[config.mk]
export PLATFORM = sky130hd
export DESIGN_NAME = input_port_unit
export DESIGN_NICKNAME = d
export VERILOG_FILES = /design/src/rtl/noc_pkg.sv /design/src/rtl/flit_fifo.sv /design/src/rtl/input_port_unit.sv
export SDC_FILE = /design/constraint.sdc
export NUM_CORES = 1
export LEC_CHECK = 0
export BUFFER_PORTS_ARGS = -buffer_cell sky130_fd_sc_hd__buf_4
export CORE_MARGIN = 1.5
export CORE_UTILIZATION = 57
export DETAILED_ROUTE_END_ITERATION = 6
export PLACE_DENSITY_LB_ADDON = 0.08
export SLEW_MARGIN = 0
export SYNTH_ARGS = -nofsm -noshare
export SYNTH_HDL_FRONTEND = slang
export SYNTH_SLANG_ARGS = --single-unit
export TNS_END_PERCENT = 10
[constraint.sdc]
create_clock -name clk -period 3.4 [get_ports clk]
set_input_delay 0.51 -clock clk [delete_from_list [all_inputs] [get_ports clk]]
set_output_delay 0.51 -clock clk [all_outputs]
set_load 0.02 [all_outputs]
[src/rtl/noc_pkg.sv]
// noc_pkg: shared definitions for the mesh router.
//   - Output direction encodings (E, W, N, S, Eject) as carried on out_dir.
//   - Flit type codes held in the low two bits of every flit.
//   - Bit offsets of the type and destination fields.
//   - Router FSM state encoding and small helpers for classifying flit types.
package noc_pkg;

  localparam logic [2:0] DIR_E     = 3'd0;
  localparam logic [2:0] DIR_W     = 3'd1;
  localparam logic [2:0] DIR_N     = 3'd2;
  localparam logic [2:0] DIR_S     = 3'd3;
  localparam logic [2:0] DIR_EJECT = 3'd4;

  typedef enum logic [1:0] {
    FT_SINGLE = 2'b00,
    FT_HEAD   = 2'b01,
    FT_BODY   = 2'b10,
    FT_TAIL   = 2'b11
  } flit_type_e;

  localparam int TYPE_W      = 2;
  localparam int TYPE_LSB    = 0;
  localparam int DSTX_LSB    = 2;
  // Offset of the Y field for the default 2-bit coordinate width; routers
  // built with another width use dsty_lsb() instead.
  localparam int NOC_COORD_W = 2;
  localparam int DSTY_LSB    = DSTX_LSB + NOC_COORD_W;

  typedef enum logic [1:0] {
    ST_IDLE,
    ST_REQ,
    ST_WAIT,
    ST_HOLD
  } ipu_state_e;

  function automatic int dsty_lsb(input int coord_w);
    return DSTX_LSB + coord_w;
  endfunction

  // Flit types that open a packet and therefore carry a routable header.
  function automatic logic starts_packet(input flit_type_e t);
    return (t == FT_SINGLE) || (t == FT_HEAD);
  endfunction

  // Flit types that close a packet and release the route lock.
  function automatic logic ends_packet(input flit_type_e t);
    return (t == FT_SINGLE) || (t == FT_TAIL);
  endfunction

endpackage

[src/rtl/flit_fifo.sv]
// flit_fifo: small first-word-fall-through flit buffer.
//   clk, reset (async, active-low)
//   push, push_data : write one flit (ignored when full)
//   pop             : discard the head flit (ignored when empty)
//   full, empty     : occupancy flags
//   head            : current head flit, zero when empty
//   count           : number of stored flits
// A flit written on one edge is visible on head only after that edge.
module flit_fifo #(
  parameter int DATA_W = 32,
  parameter int DEPTH  = 4
) (
  input  logic                     clk,
  input  logic                     reset,
  input  logic                     push,
  input  logic [DATA_W-1:0]        push_data,
  input  logic                     pop,
  output logic                     full,
  output logic                     empty,
  output logic [DATA_W-1:0]        head,
  output logic [$clog2(DEPTH):0]   count
);

  localparam int AW = $clog2(DEPTH);
  localparam logic [AW:0] FULL_CNT = (AW + 1)'(DEPTH);

  logic [DATA_W-1:0] mem [DEPTH];
  logic [AW-1:0]     wr_ptr_reg;
  logic [AW-1:0]     rd_ptr_reg;
  logic [AW:0]       count_reg;
  logic              do_push;
  logic              do_pop;

  assign full    = (count_reg == FULL_CNT);
  assign empty   = (count_reg == '0);
  assign count   = count_reg;
  assign do_push = push && !full;
  assign do_pop  = pop && !empty;
  assign head    = empty ? '0 : mem[rd_ptr_reg];

  // Storage carries no reset; stale contents are masked by the empty flag.
  genvar gi;
  generate
    for (gi = 0; gi < DEPTH; gi++) begin : g_entry
      always_ff @(posedge clk) begin
        if (do_push && (wr_ptr_reg == AW'(gi))) begin
          mem[gi] <= push_data;
        end
      end
    end
  endgenerate

  // DEPTH is a power of two, so pointers wrap by natural overflow.
  always_ff @(posedge clk or negedge reset) begin
    if (!reset) begin
      wr_ptr_reg <= '0;
      rd_ptr_reg <= '0;
      count_reg  <= '0;
    end else begin
      if (do_push) wr_ptr_reg <= wr_ptr_reg + 1'b1;
      if (do_pop)  rd_ptr_reg <= rd_ptr_reg + 1'b1;
      case ({do_push, do_pop})
        2'b10:   count_reg <= count_reg + 1'b1;
        2'b01:   count_reg <= count_reg - 1'b1;
        default: count_reg <= count_reg;
      endcase
    end
  end

endmodule

[src/rtl/input_port_unit.sv]
// input_port_unit: per-input-port front end of the 5-port mesh router.
//   clk, reset (async, active-low)
//   in_flit, in_valid, in_ready : upstream flit interface (in_ready = !full)
//   vc_alloc, out_dir           : one-cycle switch request and its direction
//   ack                         : registered grant for the previous request
//   flit_out                    : FIFO head flit towards the crossbar
//   drop_err                    : sticky flag for discarded orphan flits
// The head flit of each packet is XY-routed; the direction stays locked
// until the flit that closes the packet is popped (wormhole switching).
module input_port_unit
  import noc_pkg::*;
#(
  parameter int DATA_W  = 32,
  parameter int DEPTH   = 4,
  parameter int COORD_W = 2,
  parameter int MY_X    = 0,
  parameter int MY_Y    = 0
) (
  input  logic              clk,
  input  logic              reset,
  input  logic [DATA_W-1:0] in_flit,
  input  logic              in_valid,
  output logic              in_ready,
  output logic              vc_alloc,
  output logic [2:0]        out_dir,
  input  logic              ack,
  output logic [DATA_W-1:0] flit_out,
  output logic              drop_err
);

  localparam int CNT_W  = $clog2(DEPTH) + 1;
  localparam int DY_LSB = dsty_lsb(COORD_W);
  localparam logic [COORD_W-1:0] MY_X_C = COORD_W'(MY_X);
  localparam logic [COORD_W-1:0] MY_Y_C = COORD_W'(MY_Y);

  logic              fifo_full;
  logic              fifo_empty;
  logic [CNT_W-1:0]  fifo_count;
  logic [DATA_W-1:0] head;
  logic              push;
  logic              pop;
  logic              latch_dir;
  logic              drop_set;
  flit_type_e        head_type;
  logic [2:0]        head_route;

  ipu_state_e        state_reg, state_next;
  logic [2:0]        dir_reg;
  logic              drop_err_reg;

  assign in_ready = !fifo_full;
  assign push     = in_valid && in_ready;

  flit_fifo #(
    .DATA_W (DATA_W),
    .DEPTH  (DEPTH)
  ) u_fifo (
    .clk       (clk),
    .reset     (reset),
    .push      (push),
    .push_data (in_flit),
    .pop       (pop),
    .full      (fifo_full),
    .empty     (fifo_empty),
    .head      (head),
    .count     (fifo_count)
  );

  function automatic logic [2:0] xy_route(input logic [COORD_W-1:0] dx,
                                          input logic [COORD_W-1:0] dy);
    if (dx > MY_X_C)      return DIR_E;
    else if (dx < MY_X_C) return DIR_W;
    else if (dy > MY_Y_C) return DIR_N;
    else if (dy < MY_Y_C) return DIR_S;
    else                  return DIR_EJECT;
  endfunction

  assign head_type  = flit_type_e'(head[TYPE_LSB +: TYPE_W]);
  assign head_route = xy_route(head[DSTX_LSB +: COORD_W], head[DY_LSB +: COORD_W]);

  always_comb begin
    state_next = state_reg;
    pop        = 1'b0;
    latch_dir  = 1'b0;
    drop_set   = 1'b0;
    case (state_reg)
      ST_IDLE: begin
        if (!fifo_empty) begin
          if (starts_packet(head_type)) begin
            latch_dir  = 1'b1;
            state_next = ST_REQ;
          end else begin
            // Body/tail with no open packet: nothing to route it by.
            pop      = 1'b1;
            drop_set = 1'b1;
          end
        end
      end
      ST_REQ: state_next = ST_WAIT;
      ST_WAIT: begin
        if (ack) begin
          pop = 1'b1;
          if (ends_packet(head_type))
            state_next = ST_IDLE;
          else if ((fifo_count > CNT_W'(1)) || push)
            state_next = ST_REQ;
          else
            state_next = ST_HOLD;
        end else begin
          state_next = ST_REQ;
        end
      end
      ST_HOLD: begin
        if (!fifo_empty) state_next = ST_REQ;
      end
      default: state_next = ST_IDLE;
    endcase
  end

  always_ff @(posedge clk or negedge reset) begin
    if (!reset) begin
      state_reg    <= ST_IDLE;
      dir_reg      <= DIR_E;
      drop_err_reg <= 1'b0;
    end else begin
      state_reg <= state_next;
      if (latch_dir) dir_reg <= head_route;
      if (drop_set)  drop_err_reg <= 1'b1;
    end
  end

  // Decoded straight from the state register so reset drops it at once.
  assign vc_alloc = (state_reg == ST_REQ);
  assign out_dir  = dir_reg;
  assign flit_out = head;
  assign drop_err = drop_err_reg;

endmodule

==> flow_summary.json, run 1 <==
{
  "tightestPinTransition_ns": 0.576,
  "drive_gt1_share_pct": 37.1,
  "cp.arrival_ns": 2.56,
  "synthMostInstantiatedCell": "edfxtp_1",
  "fin_setup_tns_ns": 0,
  "clk_latency_ns": 0.52,
  "routedWlPerCell_um": 19.4,
  "final_area_um2": 6950,
  "grt_pass1_vias": 2968,
  "rsz0062_at_grt": "false",
  "grt_max_degree": 33,
  "first_iter_violations": 165,
  "clkTransAtPathRegs_ns": 0.06,
  "ant_nets": 0,
  "syn-num-nets": 342,
  "synthesis.area_um2": 5710,
  "htreeDepth": 4,
  "status": "finished clean",
  "pwr_density_cell_nw_per_um2": 963,
  "synthTopCellsByCount": "edfxtp_1, and2_1, mux4_2",
  "ir_drop_mv": 0.616,
  "r2r-end": "u_fifo.count[2]$_DFFE_PN0P_",
  "comb_power_share_pct": 39.3,
  "io_buffers": 72,
  "r2r-start": "u_fifo.rd_ptr_reg[1]$_DFFE_PN0P_",
  "drc": 0,
  "viasPerCell": 5.41,
  "avgSynthCellArea_um2": 19.6,
  "maxCapViolations": 0,
  "start_util_pct": 58.6,
  "hold_start": "in_flit[16]",
  "leakage_nw": 2.55,
  "grt_util_all_layers_pct": 21.4,
  "vias": 2835,
  "coreArea_um2": 9730,
  "holdPathStages": 1,
  "power_switching_mw": 2.23,
  "hold_end": "u_fifo.mem[0][16]$_DFFE_PP_",
  "area_delta_synth_final_pct": 21.9,
  "yosysUniqueCellTypes": 38,
  "p_clk_share_pct": 23.6,
  "hold_violations": 0,
  "clockBufferDepth": 2,
  "synthesis.instances": 291,
  "placed_area_um2": 6440,
  "drt_first_pass_iters": 4,
  "cts-root-buf": "clkbuf_8",
  "die_y_um": 103,
  "synth_edf_count": 128,
  "ys_warn_count": 0,
  "drt_wl_total_um": 10200,
  "start_kind": "register",
  "final_nets": 432,
  "place_hpwl_um": 6260,
  "gp_congestion": 0.715,
  "clock_skew_ns": 0.0160,
  "ys_seq_area_share_pct": 72.6,
  "cp_max_fo": 17,
  "ys.flop_type": "edfxtp_1",
  "largest_reg_flops": 128,
  "yosys.area.top_type": "edfxtp_1",
  "diodes": 0,
  "switching_share_pct": 33.2,
  "ys_top_cells_by_area": "edfxtp_1, mux4_2, dfrtp_1",
  "fmax_mhz": 326,
  "period_share_pct": 90.2,
  "ios": 74,
  "synth_top_area_share_pct": 67.4,
  "final_core_util_pct": 71.5,
  "pwr-share-seq_pct": 37.2,
  "die_x_um": 103,
  "min_period_ns": 3.07,
  "rrSetupSlack_ns": 0.57,
  "synthArstFlopShare_pct": 8.57,
  "antenna_found_initial": 0,
  "cts_tree": "done",
  "clock-sinks": 140,
  "reg2reg_depth": 9,
  "slew_headroom_pct": 61.5,
  "end_kind": "output port",
  "gr-total-overflow": 0,
  "cts_buffers": 17,
  "cp.required_ns": 2.89,
  "path_class": "reg -> out",
  "p_int_mw": 4.47,
  "hold_path_class": "in -> reg",
  "std_cell_rows": 36,
  "ys_seq_elements": 140,
  "finalSetupViolations": 0,
  "slew_viol_final": 0,
  "die_area_um2": 10600,
  "grt_pass1_wl_um": 15700
}
==> final cells by class <==
| type | count | area, um2 |
|---|---|---|
| multi-input combinational | 129 | 1460 |
| timing repair buffer | 84 | 646 |
| clock inverter | 10 | 78.8 |
| tap | 133 | 166 |
| inverter | 9 | 33.8 |
| fill | 609 | 2780 |
| sequential | 140 | 4150 |
| clock buffer | 19 | 422 |
==> critical path, stage by stage, from the launching register on <==
cell and delay, ns:
dfrtp_2 0.66, buf_4 0.38, mux4_1 0.64, and2_1 0.19
buf_4 0.15
==> power by group through the flow <==
stage / Clock (mW) / Sequential (mW) / Combinational [mW]
CTS: 1.61 / 2.49 / 2.67
global route: 1.69 / 2.52 / 2.84
floorplan: 0 / 2.42 / 1.80
finish: 1.58 / 2.49 / 2.63
detailed placement: 0 / 2.52 / 2.64
global placement: 0 / 2.50 / 2.62
==> placed cells by master, fill, tap and decap left out, types with 2 or more instances in the layout <==
cell and n:
o211ai_1 3, nor2_1 3, clkinv_4 2, mux4_2 27
nand2b_1 2, mux2i_1 4, clkinv_1 3, xor2_1 2
edfxtp_1 128, clkbuf_16 16, nand2_1 5, mux2_2 2
xnor2_1 4, dfrtp_2 2, o211a_1 2, and2_2 4
ha_1 15, o21ai_0 5, and2_1 31, buf_4 82
dfrtp_1 10, mux4_1 3, clkinv_2 4, clkbuf_1 2
inv_1 9
==> per-stage QoR <==
stage	setup slack [ns]	hold WS [ns]	power, mW	instances
after global placement	0.673	0.362	5.12	494
final	0.335	0.185	6.70	524
after global routing	0.213	0.152	7.05	524
after CTS	0.284	0.154	6.78	524
after floorplan	0.688	0.214	4.21	291
after detailed placement	0.627	0.366	5.16	494
==> repair_timing <==
item	CTS	global route
hold endpoints to repair	12	0
hold buffers	1	0
gates resized for setup	0	0
setup buffers	0	0
setup endpoints to repair	0	0
==> layer usage <==
metal / part of all wire, % / global-route usage (%) / up-vias
li1: - / - / 1318
met1: 44 / 27.8 / 1444
met2: 50 / 33.8 / 68
met3: 4.9 / 7.66 / 5
met4: 0.68 / 7.80 / 0
met5: 0 / 0 / -
==> logic make-up after synthesis <==
group / Yosys count / share of synthesized area (%)
compound gates: 21 / 2.76
xor+xnor: 6 / 0.921
fa+ha+maj: 15 / 3.29
buf+inv: 22 / 1.86
flops: 140 / 72.6
mux: 36 / 13.1
other cells: 1 / 0.0657
simple gates: 50 / 5.33
==> worst max-delay path by stage <==
stage                                     startpoint                     endpoint  slack [ns]
floorplan           u_fifo.rd_ptr_reg[1]$_DFFE_PN0P_  u_fifo.count[2]$_DFFE_PN0P_        0.69
global placement    u_fifo.rd_ptr_reg[1]$_DFFE_PN0P_  u_fifo.count[2]$_DFFE_PN0P_        0.67
detailed placement  u_fifo.rd_ptr_reg[1]$_DFFE_PN0P_  u_fifo.count[2]$_DFFE_PN0P_        0.63
CTS                 u_fifo.rd_ptr_reg[0]$_DFFE_PN0P_                  flit_out[4]        0.28
global route        u_fifo.rd_ptr_reg[0]$_DFFE_PN0P_                  flit_out[4]        0.21
finish              u_fifo.rd_ptr_reg[0]$_DFFE_PN0P_                  flit_out[4]        0.33
No activity file was read; power rests on OpenSTA's default activity.
==> run 2, diff against run 1 <==
--- a/config.mk
+++ b/config.mk
@@ -9,7 +9,8 @@
 export CORE_MARGIN = 1.5
 export CORE_UTILIZATION = 57
 export DETAILED_ROUTE_END_ITERATION = 6
-export PLACE_DENSITY_LB_ADDON = 0.08
+export GPL_TIMING_DRIVEN = 0
+export PLACE_DENSITY = 0.91
 export SLEW_MARGIN = 0
 export SYNTH_ARGS = -nofsm -noshare
 export SYNTH_HDL_FRONTEND = slang
==> run 2 against run 1 <==
Against the previous run:
- largest power group unchanged
- worst setup slack gained 0.0012 ns
- sequential cell count did not move
- non-clock buffer count increased by 2
- wire length up 6.9%
- highest routed layer unchanged
==> flow_summary.json, run 2 (synthesized netlist as in run 1, its figures left out) <==
{
  "grt_max_degree": 33,
  "hold_path_class": "in -> reg",
  "drt_wl_total_um": 10900,
  "holdPathStages": 1,
  "largest_reg_flops": 128,
  "period_share_pct": 90.1,
  "cts_tree": "done",
  "ios": 74,
  "htreeDepth": 4,
  "fmax_mhz": 326,
  "grt_pass1_vias": 3095,
  "cp.arrival_ns": 3.48,
  "clkTransAtPathRegs_ns": 0.06,
  "cts-root-buf": "clkbuf_8",
  "reg2reg_depth": 11,
  "routedWlPerCell_um": 20.5,
  "finalSetupViolations": 0,
  "start_util_pct": 58.6,
  "grt_pass1_wl_um": 16300,
  "gp_congestion": 0.795,
  "leakage_nw": 2.58,
  "final_cell_mix": "edfxtp_1, buf_4, and2_1",
  "rsz0062_at_grt": "false",
  "io_buffers": 72,
  "die_area_um2": 10600,
  "clock_skew_ns": 0.00617,
  "diodes": 0,
  "cts_setup_buffers": 0,
  "die_x_um": 103,
  "drt_first_pass_iters": 5,
  "path_class": "reg -> reg",
  "start_kind": "register",
  "hold_violations": 0,
  "cts_buffers": 17,
  "ant_nets": 0,
  "slew_headroom_pct": 39.7,
  "ir_drop_mv": 0.569,
  "fillerInstances": 587,
  "drive_gt1_share_pct": 35.6,
  "coreArea_um2": 9730,
  "std_cell_rows": 36,
  "clock-sinks": 140,
  "slew_viol_final": 0,
  "min_period_ns": 3.06,
  "cp_max_fo": 10,
  "multi_input_area_um2": 1460,
  "final_nets": 434,
  "rrSetupSlack_ns": 0.34,
  "clk_latency_ns": 0.53,
  "setup_ws_ns": 0.336,
  "cp.required_ns": 3.81,
  "area_delta_synth_final_pct": 22.8,
  "grt_util_all_layers_pct": 22.4,
  "end_kind": "register",
  "maxCapViolations": 0,
  "gr-total-overflow": 0,
  "place_ws_ns": 0.240,
  "first_iter_violations": 169,
  "place_hpwl_um": 6560,
  "antenna_found_initial": 0,
  "drc": 0,
  "status": "finished clean",
  "tightestPinTransition_ns": 0.904,
  "layout_commonest_cell": "edfxtp_1",
  "seq_area_um2": 4140,
  "clockBufferDepth": 2,
  "die_y_um": 103,
  "fin_setup_tns_ns": 0,
  "viasPerCell": 5.55,
  "vias": 2938,
  "pwr_density_cell_nw_per_um2": 996,
  "worst_hold_slack_ns": 0.176
}
-- run 2: cell count changes in the layout (fill, tap and decap cells not counted), sizes merged --
cell	before	now
clkbuf	19	27
buf	83	80
clkinv	9	6
bufinv	1	4
-- run 2: cell type report --
cell class / count / share of cell area (%)
Buffer: 13 / 1.05
Clock buffer: 22 / 6.18
Timing Repair Buffer: 73 / 7.86
Inverter: 9 / 0.482
Multi-Input combinational cell: 129 / 20.8
Clock inverter: 10 / 2.09
Tap cell: 133 / 2.37
Sequential cell: 140 / 59.1
-- run 2: worst max-delay path: stages (launching register included) --
cell	delay, ns
dfrtp_1	0.32
buf_2	0.22
buf_2	0.31
mux2_2	0.39
o211a_1	0.24
ha_1	0.25
nor3b_1	0.38
o21a_1	0.21
ha_1	0.23
mux2i_1	0.19
nor2_1	0.07
xor2_1	0.14
-- run 2: metrics by stage --
step	util [%]	power (mW)	instances	cell area [um2]
after global routing	72.0	7.29	529	7010
after CTS	72.0	7.02	529	7010
final	72.0	6.98	529	7010
after detailed placement	66.0	5.18	496	6420
after floorplan	-	4.21	291	5710
after global placement	65.9	5.07	496	6410
-- run 2: path summary, 6_finish.rpt --
kind,start,to
max reg2reg,u_fifo.rd_ptr_reg[1]$_DFFE_PN0P_,u_fifo.count[2]$_DFFE_PN0P_
min,in_flit[18],u_fifo.mem[2][18]$_DFFE_PP_
max,u_fifo.rd_ptr_reg[1]$_DFFE_PN0P_,u_fifo.count[2]$_DFFE_PN0P_
min in group asynchronous,reset,u_fifo.count[1]$_DFFE_PN0P_
min reg2reg,drop_err$_DFFE_PN0P_,drop_err$_DFFE_PN0P_
max in group asynchronous,reset,u_fifo.rd_ptr_reg[0]$_DFFE_PN0P_
-- run 2: report_power, final --
| part | internal (mW) | switching (mW) | total (mW) | leakage, nW |
|---|---|---|---|---|
| clock | 1.18 | 0.630 | 1.81 | 0.283 |
| sequential | 2.29 | 0.126 | 2.42 | 1.32 |
| combinational | 1.23 | 1.52 | 2.75 | 0.979 |
-- run 2: metal layers --
| layer | track usage [%] | up-vias | routed length (um) |
|---|---|---|---|
| li1 | - | 1319 | - |
| met1 | 26.6 | 1502 | 4290 |
| met2 | 36.8 | 92 | 5700 |
| met3 | 6.92 | 25 | 541 |
| met4 | 12.6 | 0 | 329 |
| met5 | 0 | - | 0 |
-- run 2: repair_timing --
action	4_1_cts	5_1_grt
endpoints found under the hold margin	12	0
resized for setup	0	2
hold buffers	1	0
endpoints found under the setup margin	0	1
==> run 3, diff against run 2 <==
--- a/config.mk
+++ b/config.mk
@@ -6,7 +6,6 @@
 export NUM_CORES = 1
 export LEC_CHECK = 0
 export BUFFER_PORTS_ARGS = -buffer_cell sky130_fd_sc_hd__buf_4
-export CORE_MARGIN = 1.5
 export CORE_UTILIZATION = 57
 export DETAILED_ROUTE_END_ITERATION = 6
 export GPL_TIMING_DRIVEN = 0
==> run 3 against run 2 <==
Against the previous run:
- fmax shrank 1.9%
- hold slack better by 0.0096 ns
- register-to-register slack lost 0.06 ns
- clock-buffer cell count is 5 lower
- wire length is 0.88% higher
- sequential cell count unchanged
- total power down 1.1%
- critical endpoint unchanged
- highest routed layer unchanged
==> flow_summary.json, run 3 (synthesized netlist as in run 1, its figures left out) <==
{
  "status": "finished clean",
  "gr-total-overflow": 0,
  "cp_num_buf_inv": 2,
  "viasPerCell": 5.67,
  "grt_max_degree": 33,
  "path_class": "reg -> reg",
  "slew_viol_final": 0,
  "die_area_um2": 10400,
  "cp.arrival_ns": 3.52,
  "drt_first_pass_iters": 5,
  "final_area_um2": 6990,
  "final_core_util_pct": 71.8,
  "critPathSlowestCell": "mux2_2",
  "grt_pass1_vias": 2973,
  "cp_max_fo": 10,
  "ant_nets": 0,
  "crit_family": "multiplexers",
  "fmax_mhz": 320,
  "antenna_found_initial": 0,
  "place_hpwl_um": 6450,
  "final_nets": 434,
  "vias": 2998,
  "coreArea_um2": 9730,
  "finalSetupViolations": 0,
  "area_delta_synth_final_pct": 22.5,
  "setup_ws_ns": 0.278,
  "period_share_pct": 91.8,
  "cts_tree": "done",
  "clockBufferDepth": 2,
  "ios": 74,
  "fillerInstances": 600,
  "io_buffers": 72,
  "grt_pass1_wl_um": 16400,
  "grt_util_all_layers_pct": 22.7,
  "end_kind": "register",
  "cpPeakStageDelay_ns": 0.41,
  "drive_gt1_share_pct": 37.9,
  "drc": 0,
  "place_ws_ns": 0.222,
  "hold_path_class": "in -> reg",
  "start_kind": "register",
  "cts-root-buf": "clkbuf_8",
  "clock_skew_ns": 0.0140,
  "cp.required_ns": 3.80,
  "routedWlPerCell_um": 20.7,
  "rsz0062_at_grt": "false",
  "first_iter_violations": 184,
  "clock-sinks": 140,
  "slew_headroom_pct": 42.2,
  "htreeDepth": 4,
  "cts_buffers": 17,
  "worstPathCellList": "buf_2, buf_2, mux2_2, o211a_1, ha_1, nor3b_2, o21a_1, ha_1, mux2i_1, nor2_1, xor2_1",
  "maxCapViolations": 0,
  "largest_reg_flops": 128,
  "clkTransAtPathRegs_ns": 0.06,
  "final_cell_mix": "edfxtp_1, buf_4, and2_1",
  "ir_drop_mv": 0.463,
  "pwr_density_cell_nw_per_um2": 987,
  "die_y_um": 102,
  "hold_violations": 0,
  "drt_wl_total_um": 11000,
  "min_period_ns": 3.12,
  "start_util_pct": 58.6,
  "gp_congestion": 0.762,
  "leakage_nw": 2.57,
  "std_cell_rows": 36,
  "clk_latency_ns": 0.52,
  "layout_commonest_cell": "edfxtp_1",
  "diodes": 0,
  "cts_setup_buffers": 0,
  "die_x_um": 102,
  "fin_setup_tns_ns": 0,
  "tightestPinTransition_ns": 0.867,
  "placed_area_um2": 6420
}
==> run 3: cell types whose count changed in the layout (fill, tap and decap cells not counted) <==
cell / previous run / this run
nor3b_2: 0 / 1
nor3b_1: 1 / 0
clkbuf_1: 9 / 4
clkinv_1: 3 / 0
clkinvlp_4: 0 / 1
inv_6: 0 / 4
bufinv_16: 4 / 1
clkinv_4: 0 / 6
==> run 3: report_power, final <==
group	leakage, nW	internal (mW)	switching [mW]
logic	0.982	1.24	1.54
clock network	0.273	0.980	0.724
registers	1.32	2.29	0.131
==> run 3: repair_timing <==
action	4_1_cts	5_1_grt
endpoints found under the hold margin	12	0
gates resized for setup	0	3
setup endpoints to repair	0	1
hold buffers	1	0
==> run 3: layout make-up <==
cell class              count  area (um2)  area share, %
well taps                 133         166           2.38
inverters                   9        33.8          0.483
flip-flops and latches    140        4140           59.3
clock buffers              17         414           5.93
clock inverters            15         140           2.01
repair buffers             73         551           7.88
multi-input cells         129        1470           21.0
plain buffers              13        73.8           1.06
==> run 3: path summary, 6_finish.rpt <==
check	from	to	slack, ns	cells past startpoint
max reg2reg	u_fifo.rd_ptr_reg[1]$_DFFE_PN0P_	u_fifo.count[2]$_DFFE_PN0P_	0.28	11
max	u_fifo.rd_ptr_reg[1]$_DFFE_PN0P_	u_fifo.count[2]$_DFFE_PN0P_	0.28	11
min reg2reg	drop_err$_DFFE_PN0P_	drop_err$_DFFE_PN0P_	0.46	1
max in group asynchronous	reset	u_fifo.rd_ptr_reg[1]$_DFFE_PN0P_	2.87	2
min in group asynchronous	reset	u_fifo.wr_ptr_reg[1]$_DFFE_PN0P_	0.37	2
min	in_flit[11]	u_fifo.mem[0][11]$_DFFE_PP_	0.19	1
==> run 3: per-layer routing <==
layer  part of all wire (%)  up-vias  GRT usage [%]
met5                      0        -              0
met4                    2.7        0           10.1
met3                    5.4       24           6.29
met2                     52      107           37.5
met1                     40     1544           28.3
li1                       -     1323              -
==> run 3: metrics by stage <==
stage	cells	hold WS [ns]	total power, mW
5_1_grt	529	0.170	7.21
3_3_place_gp	496	0.359	5.07
3_5_place_dp	496	0.360	5.17
4_1_cts	529	0.170	6.93
6_report	529	0.186	6.90
2_1_floorplan	291	0.214	4.21
